--- src/rtl/vga_pkg.sv ---
// Shared definitions for the VGA timing pipe: default 640x480 timing,
// phase enums, background palette, counter-width helper and the payload
// that travels down the alignment delay line.
package vga_pkg;

    localparam int unsigned DEF_COLOR_W  = 2;
    localparam int unsigned DEF_H_ACTIVE = 640;
    localparam int unsigned DEF_H_FP     = 16;
    localparam int unsigned DEF_H_SYNC   = 96;
    localparam int unsigned DEF_H_BP     = 48;
    localparam int unsigned DEF_V_ACTIVE = 480;
    localparam int unsigned DEF_V_FP     = 10;
    localparam int unsigned DEF_V_SYNC   = 2;
    localparam int unsigned DEF_V_BP     = 33;
    localparam int unsigned DEF_PIPE     = 1;
    localparam int unsigned DEF_BG_ROW1  = 240;
    localparam int unsigned DEF_BG_ROW2  = 264;

    localparam logic [5:0] DEF_BG_C0 = 6'b001111;
    localparam logic [5:0] DEF_BG_C1 = 6'b001100;
    localparam logic [5:0] DEF_BG_C2 = 6'b001000;

    typedef enum logic [1:0] {HP_ACT, HP_FP, HP_SYNC, HP_BP} h_phase_t;
    typedef enum logic [1:0] {VP_ACT, VP_FP, VP_SYNC, VP_BP} v_phase_t;
    typedef enum logic [1:0] {BAND_0, BAND_1, BAND_2} bg_band_t;

    // Per-pixel attributes that must be delayed to meet rgb_in/draw.
    typedef struct packed {
        logic     act;
        logic     hs;    // hsync window, asserted-high internally
        logic     vs;    // vsync window, asserted-high internally
        bg_band_t band;
        logic     fs;
        logic     ls;
    } align_t;

    // Counter width: wide enough for the larger of the two totals.
    function automatic int unsigned count_width(input int unsigned h_total,
                                                input int unsigned v_total);
        int unsigned t;
        t = (h_total > v_total) ? h_total : v_total;
        return (t <= 2) ? 1 : $clog2(t);
    endfunction

endpackage

--- src/rtl/vga_delay_line.sv ---
// Enable-gated shift register used to align sync/blank attributes with
// the pixel source latency. DEPTH=0 is a plain wire.
//   clk, rst_n : clock, async active-low reset (clears all stages)
//   en         : advance enable
//   d / q      : WIDTH-bit input / DEPTH-cycle delayed output
module vga_delay_line #(
    parameter int unsigned WIDTH = 1,
    parameter int unsigned DEPTH = 1
) (
    input  logic             clk,
    input  logic             rst_n,
    input  logic             en,
    input  logic [WIDTH-1:0] d,
    output logic [WIDTH-1:0] q
);

    if (DEPTH == 0) begin : g_pass
        logic unused_ctrl;
        assign unused_ctrl = ^{clk, rst_n, en};
        assign q = d;
    end else begin : g_pipe
        logic [WIDTH-1:0] stage [DEPTH];

        // Stage 0 takes d; each later stage takes its predecessor.
        always_ff @(posedge clk or negedge rst_n) begin
            if (!rst_n) begin
                for (int i = 0; i < int'(DEPTH); i++) stage[i] <= '0;
            end else if (en) begin
                stage[0] <= d;
                for (int i = 1; i < int'(DEPTH); i++) stage[i] <= stage[i-1];
            end
        end

        assign q = stage[DEPTH-1];
    end

endmodule

--- src/rtl/vga_timing_pipe.sv ---
// Parametrised VGA timing generator and pixel output stage. Counters feed
// the renderers; sync/blank/band/strobe attributes are delayed PIPE enabled
// cycles to meet rgb_in/draw, then everything is registered to the pins.
//   clk, rst_n, en          : clock, async active-low reset, pixel enable
//   rgb_in, draw            : sprite colour {R,G,B} and opaque flag
//   hor_count, ver_count    : current column / line
//   red/green/blue_out      : DAC colour
//   hsync, vsync            : syncs, asserted level SYNC_POL
//   active                  : visible-region flag at the pins
//   frame_start, line_start : pin-aligned strobes at (0,0) / column 0
module vga_timing_pipe
    import vga_pkg::*;
#(
    parameter int unsigned COLOR_W  = DEF_COLOR_W,
    parameter int unsigned H_ACTIVE = DEF_H_ACTIVE,
    parameter int unsigned H_FP     = DEF_H_FP,
    parameter int unsigned H_SYNC   = DEF_H_SYNC,
    parameter int unsigned H_BP     = DEF_H_BP,
    parameter int unsigned V_ACTIVE = DEF_V_ACTIVE,
    parameter int unsigned V_FP     = DEF_V_FP,
    parameter int unsigned V_SYNC   = DEF_V_SYNC,
    parameter int unsigned V_BP     = DEF_V_BP,
    parameter int unsigned SYNC_POL = 0,
    parameter int unsigned PIPE     = DEF_PIPE,
    parameter int unsigned BG_ROW1  = DEF_BG_ROW1,
    parameter int unsigned BG_ROW2  = DEF_BG_ROW2,
    parameter logic [3*COLOR_W-1:0] BG_C0 = (3*COLOR_W)'(DEF_BG_C0),
    parameter logic [3*COLOR_W-1:0] BG_C1 = (3*COLOR_W)'(DEF_BG_C1),
    parameter logic [3*COLOR_W-1:0] BG_C2 = (3*COLOR_W)'(DEF_BG_C2),
    localparam int unsigned CW = count_width(H_ACTIVE + H_FP + H_SYNC + H_BP,
                                             V_ACTIVE + V_FP + V_SYNC + V_BP)
) (
    input  logic                 clk,
    input  logic                 rst_n,
    input  logic                 en,
    input  logic [3*COLOR_W-1:0] rgb_in,
    input  logic                 draw,
    output logic [CW-1:0]        hor_count,
    output logic [CW-1:0]        ver_count,
    output logic [COLOR_W-1:0]   red_out,
    output logic [COLOR_W-1:0]   green_out,
    output logic [COLOR_W-1:0]   blue_out,
    output logic                 hsync,
    output logic                 vsync,
    output logic                 active,
    output logic                 frame_start,
    output logic                 line_start
);

    localparam int unsigned HT = H_ACTIVE + H_FP + H_SYNC + H_BP;
    localparam int unsigned VT = V_ACTIVE + V_FP + V_SYNC + V_BP;
    localparam int unsigned CD = 3 * COLOR_W;
    localparam logic SYNC_ON = (SYNC_POL != 0);

    // Parameter sanity checks at elaboration.
    if (COLOR_W == 0 || H_ACTIVE == 0 || H_FP == 0 || H_SYNC == 0 || H_BP == 0 ||
        V_ACTIVE == 0 || V_FP == 0 || V_SYNC == 0 || V_BP == 0) begin : g_bad_timing
        $error("vga_timing_pipe: timing parameters must be non-zero");
    end
    if (PIPE > 7) begin : g_bad_pipe
        $error("vga_timing_pipe: PIPE must be 0..7");
    end
    if (BG_ROW1 > BG_ROW2) begin : g_bad_rows
        $error("vga_timing_pipe: BG_ROW1 must not exceed BG_ROW2");
    end

    h_phase_t      h_phase;
    v_phase_t      v_phase;
    align_t        cur;
    align_t        dly;
    logic [CD-1:0] pix;

    // Raster counters; both wrap on the same edge at the end of a frame.
    always_ff @(posedge clk or negedge rst_n) begin
        if (!rst_n) begin
            hor_count <= '0;
            ver_count <= '0;
        end else if (en) begin
            if (hor_count == CW'(HT - 1)) begin
                hor_count <= '0;
                if (ver_count == CW'(VT - 1)) ver_count <= '0;
                else                          ver_count <= ver_count + CW'(1);
            end else begin
                hor_count <= hor_count + CW'(1);
            end
        end
    end

    // Phase decode from the current coordinates.
    always_comb begin
        h_phase = HP_ACT;
        if (32'(hor_count) >= H_ACTIVE + H_FP + H_SYNC) h_phase = HP_BP;
        else if (32'(hor_count) >= H_ACTIVE + H_FP)     h_phase = HP_SYNC;
        else if (32'(hor_count) >= H_ACTIVE)            h_phase = HP_FP;

        v_phase = VP_ACT;
        if (32'(ver_count) >= V_ACTIVE + V_FP + V_SYNC) v_phase = VP_BP;
        else if (32'(ver_count) >= V_ACTIVE + V_FP)     v_phase = VP_SYNC;
        else if (32'(ver_count) >= V_ACTIVE)            v_phase = VP_FP;
    end

    // Attributes of the current coordinate, before alignment.
    always_comb begin
        cur      = '0;
        cur.act  = (h_phase == HP_ACT) && (v_phase == VP_ACT);
        cur.hs   = (h_phase == HP_SYNC);
        cur.vs   = (v_phase == VP_SYNC);
        cur.band = BAND_2;
        if (32'(ver_count) < BG_ROW1)      cur.band = BAND_0;
        else if (32'(ver_count) < BG_ROW2) cur.band = BAND_1;
        cur.fs   = (hor_count == '0) && (ver_count == '0);
        cur.ls   = (hor_count == '0);
    end

    vga_delay_line #(
        .WIDTH ($bits(align_t)),
        .DEPTH (PIPE)
    ) u_align (
        .clk   (clk),
        .rst_n (rst_n),
        .en    (en),
        .d     (cur),
        .q     (dly)
    );

    // Colour select: blank, sprite, or background band.
    always_comb begin
        pix = '0;
        if (dly.act) begin
            if (draw) begin
                pix = rgb_in;
            end else begin
                case (dly.band)
                    BAND_0:  pix = BG_C0;
                    BAND_1:  pix = BG_C1;
                    default: pix = BG_C2;
                endcase
            end
        end
    end

    // Pin register; the only delay stage when PIPE=0.
    always_ff @(posedge clk or negedge rst_n) begin
        if (!rst_n) begin
            red_out     <= '0;
            green_out   <= '0;
            blue_out    <= '0;
            hsync       <= ~SYNC_ON;
            vsync       <= ~SYNC_ON;
            active      <= 1'b0;
            frame_start <= 1'b0;
            line_start  <= 1'b0;
        end else if (en) begin
            {red_out, green_out, blue_out} <= pix;
            hsync       <= dly.hs ? SYNC_ON : ~SYNC_ON;
            vsync       <= dly.vs ? SYNC_ON : ~SYNC_ON;
            active      <= dly.act;
            frame_start <= dly.fs;
            line_start  <= dly.ls;
        end
    end

endmodule
--- config.mk ---
export PLATFORM = sky130hd
export DESIGN_NAME = vga_timing_pipe
export DESIGN_NICKNAME = d
export VERILOG_FILES = /design/src/rtl/vga_pkg.sv /design/src/rtl/vga_delay_line.sv /design/src/rtl/vga_timing_pipe.sv
export SDC_FILE = /design/constraint.sdc
export NUM_CORES = 1
export LEC_CHECK = 0
export BUFFER_PORTS_ARGS = -buffer_cell sky130_fd_sc_hd__buf_2
export CAP_MARGIN = 20
export CELL_PAD_IN_SITES_DETAIL_PLACEMENT = 0
export CELL_PAD_IN_SITES_GLOBAL_PLACEMENT = 1
export CORE_UTILIZATION = 44
export DETAILED_ROUTE_END_ITERATION = 6
export GPL_ROUTABILITY_DRIVEN = 0
export GPL_TIMING_DRIVEN = 0
export PLACE_DENSITY_LB_ADDON = 0.1
export SLEW_MARGIN = 10
export SYNTH_ARGS = -nofsm -noshare
export SYNTH_HDL_FRONTEND = slang
export SYNTH_SLANG_ARGS = --single-unit
--- constraint.sdc ---
create_clock -name clk -period 3.05 [get_ports clk]
set_input_delay 0.4575 -clock clk [delete_from_list [all_inputs] [get_ports clk]]
set_output_delay 0.4575 -clock clk [all_outputs]
set_load 0.01 [all_outputs]
### Yosys cells after proc, flatten, opt, wreduce, memory -nomap -nowiden

Cells that the tools add are included.

| storage, ports and cells | value |
|---|---|
| memories | 0 |
| ROM bits | 0 |
| register bits | 38 |
| latch bits | 0 |
| word-level logic and storage cells | 49 |
| bits in writable memories | 0 |
| input bits | 10 |

| cells by class | value |
|---|---|
| multiply operators | 0 |
| $add $sub $neg | 2 |
| shift-type cells | 0 |
| equal/unequal tests | 5 |
| reductions and logical operators | 8 |
| bitwise operators | 0 |
| $lt $le $gt $ge | 8 |
| muxes and demuxes | 15 |
| divide/modulo/power cells | 0 |

Operator list:

| kind | number |
|---|---|
| 10-bit greater-or-equal comparator, second input constant | 3 |
| 10-bit by 9-bit greater-or-equal comparator with 1-bit output, second input constant | 3 |
| 10-bit by 1-bit adder with 10-bit output, second input constant | 2 |
| 10-bit == test, second input constant | 2 |
| 10-bit logical NOT | 2 |
| 10-bit 2-to-1 mux | 2 |
| 2-bit 2-to-1 mux | 6 |
| 6-bit 2-to-1 mux | 2 |
| 10-bit by 8-bit less-than comparator with 1-bit output, second input constant | 1 |
| 10-bit by 9-bit less-than comparator with 1-bit output, second input constant | 1 |
| 2-bit logical NOT | 3 |
| 3-bit one-hot mux with 2 select lines | 1 |
| 2-bit == test, second input constant | 2 |
| 1-bit 2-to-1 mux | 4 |
| 2-bit by 1-bit == test with 1-bit output, second input constant | 1 |
| 1-bit logical AND | 2 |
| 2-bit AND reduction | 1 |

### Longest topological paths before layout

| depth | value |
|---|---|
| depth in word-level cells | 6 |
| depth in mapped cells | 7 |

### Hierarchy

From an unflattened synthesis, not the netlist that was laid out.

| second synthesis, totals | value |
|---|---|
| cells, all modules | 183 |
| area total of the unflattened synthesis | 1,924.3 um2 |

By module, submodules not included:

| module | cells an instance | times used | sequential area each (um2) | area an instance (um2) |
|---|---|---|---|---|
| vga_timing_pipe | 168 | 1 | 778.2 | 1,632.8 |
| vga_delay_line | 15 | 1 | 175.2 | 291.5 |

### Least setup slack after synthesis

Ideal clock, no wire load.

| path | value |
|---|---|
| path kind | input to register |
| start | input en |
| end | register ver_count[6] |
| path buffers | 2 |
| arrival time | 1,634 ps |
| stages on the path | 6 |
| setup slack | 1,339 ps |
| required time | 2,973 ps |
| library setup time | 77 ps |
| cells stage by stage | buf_2 -> and4_1 -> buf_4 -> nand3_4 -> or4b_1 -> o21ai_1 |

| between the ends | value |
|---|---|
| word-level cells in the longest chain between the ends | 1 |

RTL lines:

| what | RTL line | source |
|---|---|---|
| start: declaration | vga_timing_pipe.sv:35 | `input logic en,` |
| 2-bit AND reduction (no line) | n/a |  |
| end signal: assignment | vga_timing_pipe.sv:82 | `else ver_count <= ver_count + CW'(1);` |
| end: declaration | vga_timing_pipe.sv:39 | `output logic [CW-1:0] ver_count,` |

No other way between the ends.
A chain may end at the register's enable or synchronous reset.

### Worst setup path after layout

| path | value |
|---|---|
| start | register ver_count[6] |
| end | register ver_count[9] |

| between the ends | value |
|---|---|
| word-level cells in the longest chain between the ends | 2 |

RTL lines:

| what | RTL line | source |
|---|---|---|
| 10-bit by 1-bit adder with 10-bit output or 10-bit == test (tied branches) | vga_timing_pipe.sv:82, vga_timing_pipe.sv:81 |  |
| 10-bit 2-to-1 mux (*) | vga_timing_pipe.sv:81 | `if (ver_count == CW'(VT - 1)) ver_count <= '0;` |

Mark *: on every way between the ends. The rest lies on a longest branch, timed or not.

==> qor.yml <==
outcome:
  status: "completed"
grt:
  antenna_found_initial: 0
  overflow: 0
  grt_use_total: 0.213
  grt_pass1_wl_mm: 7.07
  grt_pass1_vias: 1511
  grt_max_degree: 39
sta:
  min_period_ns: 1.82
  fin_skew_ns: 0.00402
  fmax_mhz: 549
  hold_viol: 0
  setup_viol: 0
  period_share: 0.597
  relSlewSlack: 0.440
  tns_ns: 0
  slew_viol_final: 0
  tightest_slew_ns: 0.840
  rsz0062_at_grt: "no"
logic_synthesis:
  synth_area_leaders: "dfrtp_1, o21ai_0, inv_1, nand4_1, dfstp_2"
  synth_top_area_frac: 0.478
  avgSynthCellArea_um2: 9.87
  async_flop_share: 1.00
  yosysSeqAreaShare: 0.506
  synth.distinct_cells: 40
  ys_ff_latch: 38
  yosysMostFrequentCell: "dfrtp_1"
  synthCells: 191
  synth_edf_count: 0
  yosys_most_used_dff: "dfrtp_1"
  ys_warn_count: 0
  synth_common_cells: "dfrtp_1, o21ai_0, inv_1"
  synth_nets: 205
  yosysTopAreaCell: "dfrtp_1"
  netlist_area_mm2: 0.00188
layout:
  area_growth_pct: 21.2
  diodes: 0
  fillCellCount: 371
  nets: 251
  drive_above_1_share: 0.273
  final_core_util: 0.563
worst_setup_path:
  required_ns: 3.22
  cp_cell_sequence: "nor3_1, nand3_1, o221ai_1, o31ai_1"
  crit_type: "reg2reg"
  slowest_delay_ns: 0.52
  critPathArrivalTime_ns: 1.99
  crit_slowest_cell: "nor3_1"
  cp-start-kind: "flip-flop"
  crit_fanout: 7
  end_kind: "flip-flop"
detailed_routing:
  avgRoutedWirePerCell_um: 14.8
  drtAntennaViolNets: 0
  drt_iter0_markers: 102
  wl_mm: 4.27
  dr.pass1.iters: 4
  drc: 0
  routed-via-count: 1579
  avgViaCountPerCell: 5.48
clocking:
  hold_buffers: 0
  cts_buffer_depth: 2
  htree_levels: 2
  cts.sinks: 38
  cts_tree: "done"
  clk-insertion-delay-late_ns: 0.29
  post_cts_buffers: 0
  post_cts_resize_count: 0
  cts_made_buffers: 5
  cts-root-buf: "clkbuf_8"
  path_clk_slew_ns: 0.07
floorplanning:
  design.core.area_mm2: 0.00406
  rows: 23
  start_util: 0.464
  pin_count: 41
  dieArea_mm2: 0.00455
  fp.dieH_um: 67.4
  die_w_um: 67.4
place:
  dp_hpwl_mm: 3.02
  io_buffers: 39
power_and_ir_drop:
  fin_total_pwr_mw: 1.38
  vdd.ir_drop.worst_uv: 323
  leakagePower_nw: 1.12
  power-per-cell-area_mw_per_mm2: 605
min_path:
  hold_class: "in2async"
flow_run:
  cap_violations: 0
-- registers in the layout (all words and copies together), names as in the netlist --
register     cells
u_align.q        7
hsync            1
red_out          2
ver_count       10
active           1
vsync            1
frame_start      1
hor_count       10
line_start       1
blue_out         2
green_out        2
-- worst paths after layout --
kind	startpoint	end	slack [ns]	cells after the start
worst max-delay path	ver_count[6]	ver_count[9]	1.23	4
worst min-delay path	rst_n	blue_out[1]	0.26	1
worst max register to register	ver_count[6]	ver_count[9]	1.23	4
worst min register to register	u_align.q[5]	hsync	0.43	1
max in group asynchronous	rst_n	hor_count[5]	2.25	1
min in group clk	rgb_in[1]	blue_out[1]	0.42	3
-- routing by layer --
metal	vias up	wire length, µm	global-route usage
met4	0	48	0.0798
li1	776	-	-
met3	8	179	0.0439
met5	-	0	0
met2	34	2000	0.336
met1	761	2040	0.285
-- worst max-delay path: cells and delay by family, from the launching register on --
kind / cells / cell delay, ns
compound gates: 2 / 0.39
flops: 1 / 0.44
simple gates: 2 / 0.86
-- per-stage QoR --
| stage | hold WS [ns] | std cells | area (µm²) | setup WS [ns] |
|---|---|---|---|---|
| floorplan | 0.162 | 191 | 1880 | 1.34 |
| global placement | 0.401 | 280 | 2140 | 1.19 |
| detailed placement | 0.421 | 280 | 2140 | 1.17 |
| CTS | 0.301 | 288 | 2280 | 1.21 |
| global route | 0.333 | 288 | 2280 | 1.07 |
| finish | 0.258 | 288 | 2280 | 1.23 |
-- power by group --
group,switching [mW],leakage (nW),internal (mW)
Sequential,0.0693,0.494,0.555
Clock,0.177,0.0714,0.349
Combinational,0.132,0.556,0.0995
Total,0.378,1.12,1.00
-- kinds of logic (layout without fill, tap and decap cells) --
group | after synthesis | count (layout) | synth area share
simple gates | 68 | 68 | 0.214
fa+ha+maj | 4 | 4 | 0.0266
mux | 5 | 5 | 0.0292
flops | 38 | 38 | 0.506
compound gates | 40 | 40 | 0.122
xor+xnor | 9 | 9 | 0.0418
buf+inv | 27 | 74 | 0.0604
-- cells in the final DEF (no fill, tap or decap), types with 2 or more instances in the layout --
cell / netlist / layout
o21ai_1: 2 / 2
nand2_1: 13 / 13
nor3_1: 3 / 3
ha_1: 4 / 4
o21ai_0: 20 / 20
and4b_1: 2 / 2
o31ai_1: 2 / 2
and3_2: 2 / 2
xnor2_1: 4 / 4
nor4_1: 3 / 3
and3_1: 3 / 3
a21oi_1: 5 / 5
clkbuf_8: 0 / 6
buf_4: 2 / 2
dfrtp_1: 36 / 36
mux2_2: 4 / 4
buf_2: 4 / 43
nor2b_1: 3 / 3
xor2_1: 5 / 5
nand3_1: 9 / 9
dfstp_2: 2 / 2
and4_1: 2 / 2
nor2_1: 11 / 11
inv_1: 18 / 18
clkbuf_1: 3 / 3
a31oi_1: 2 / 2
nand4_1: 10 / 10
o22ai_1: 4 / 4
bufinv_16: 0 / 2
-- cell type report --
| cell class | instances | area (µm²) | share of cell area |
|---|---|---|---|
| plain buffers | 9 | 46.3 | 0.0203 |
| clock buffers | 6 | 82.6 | 0.0361 |
| clock inverters | 2 | 60.1 | 0.0263 |
| inverters | 18 | 67.6 | 0.0296 |
| multi-input cells | 126 | 817 | 0.358 |
| flip-flops and latches | 38 | 953 | 0.417 |
| well taps | 50 | 62.6 | 0.0274 |
| repair buffers | 39 | 195 | 0.0854 |
Power figures use the tool's default switching activity.
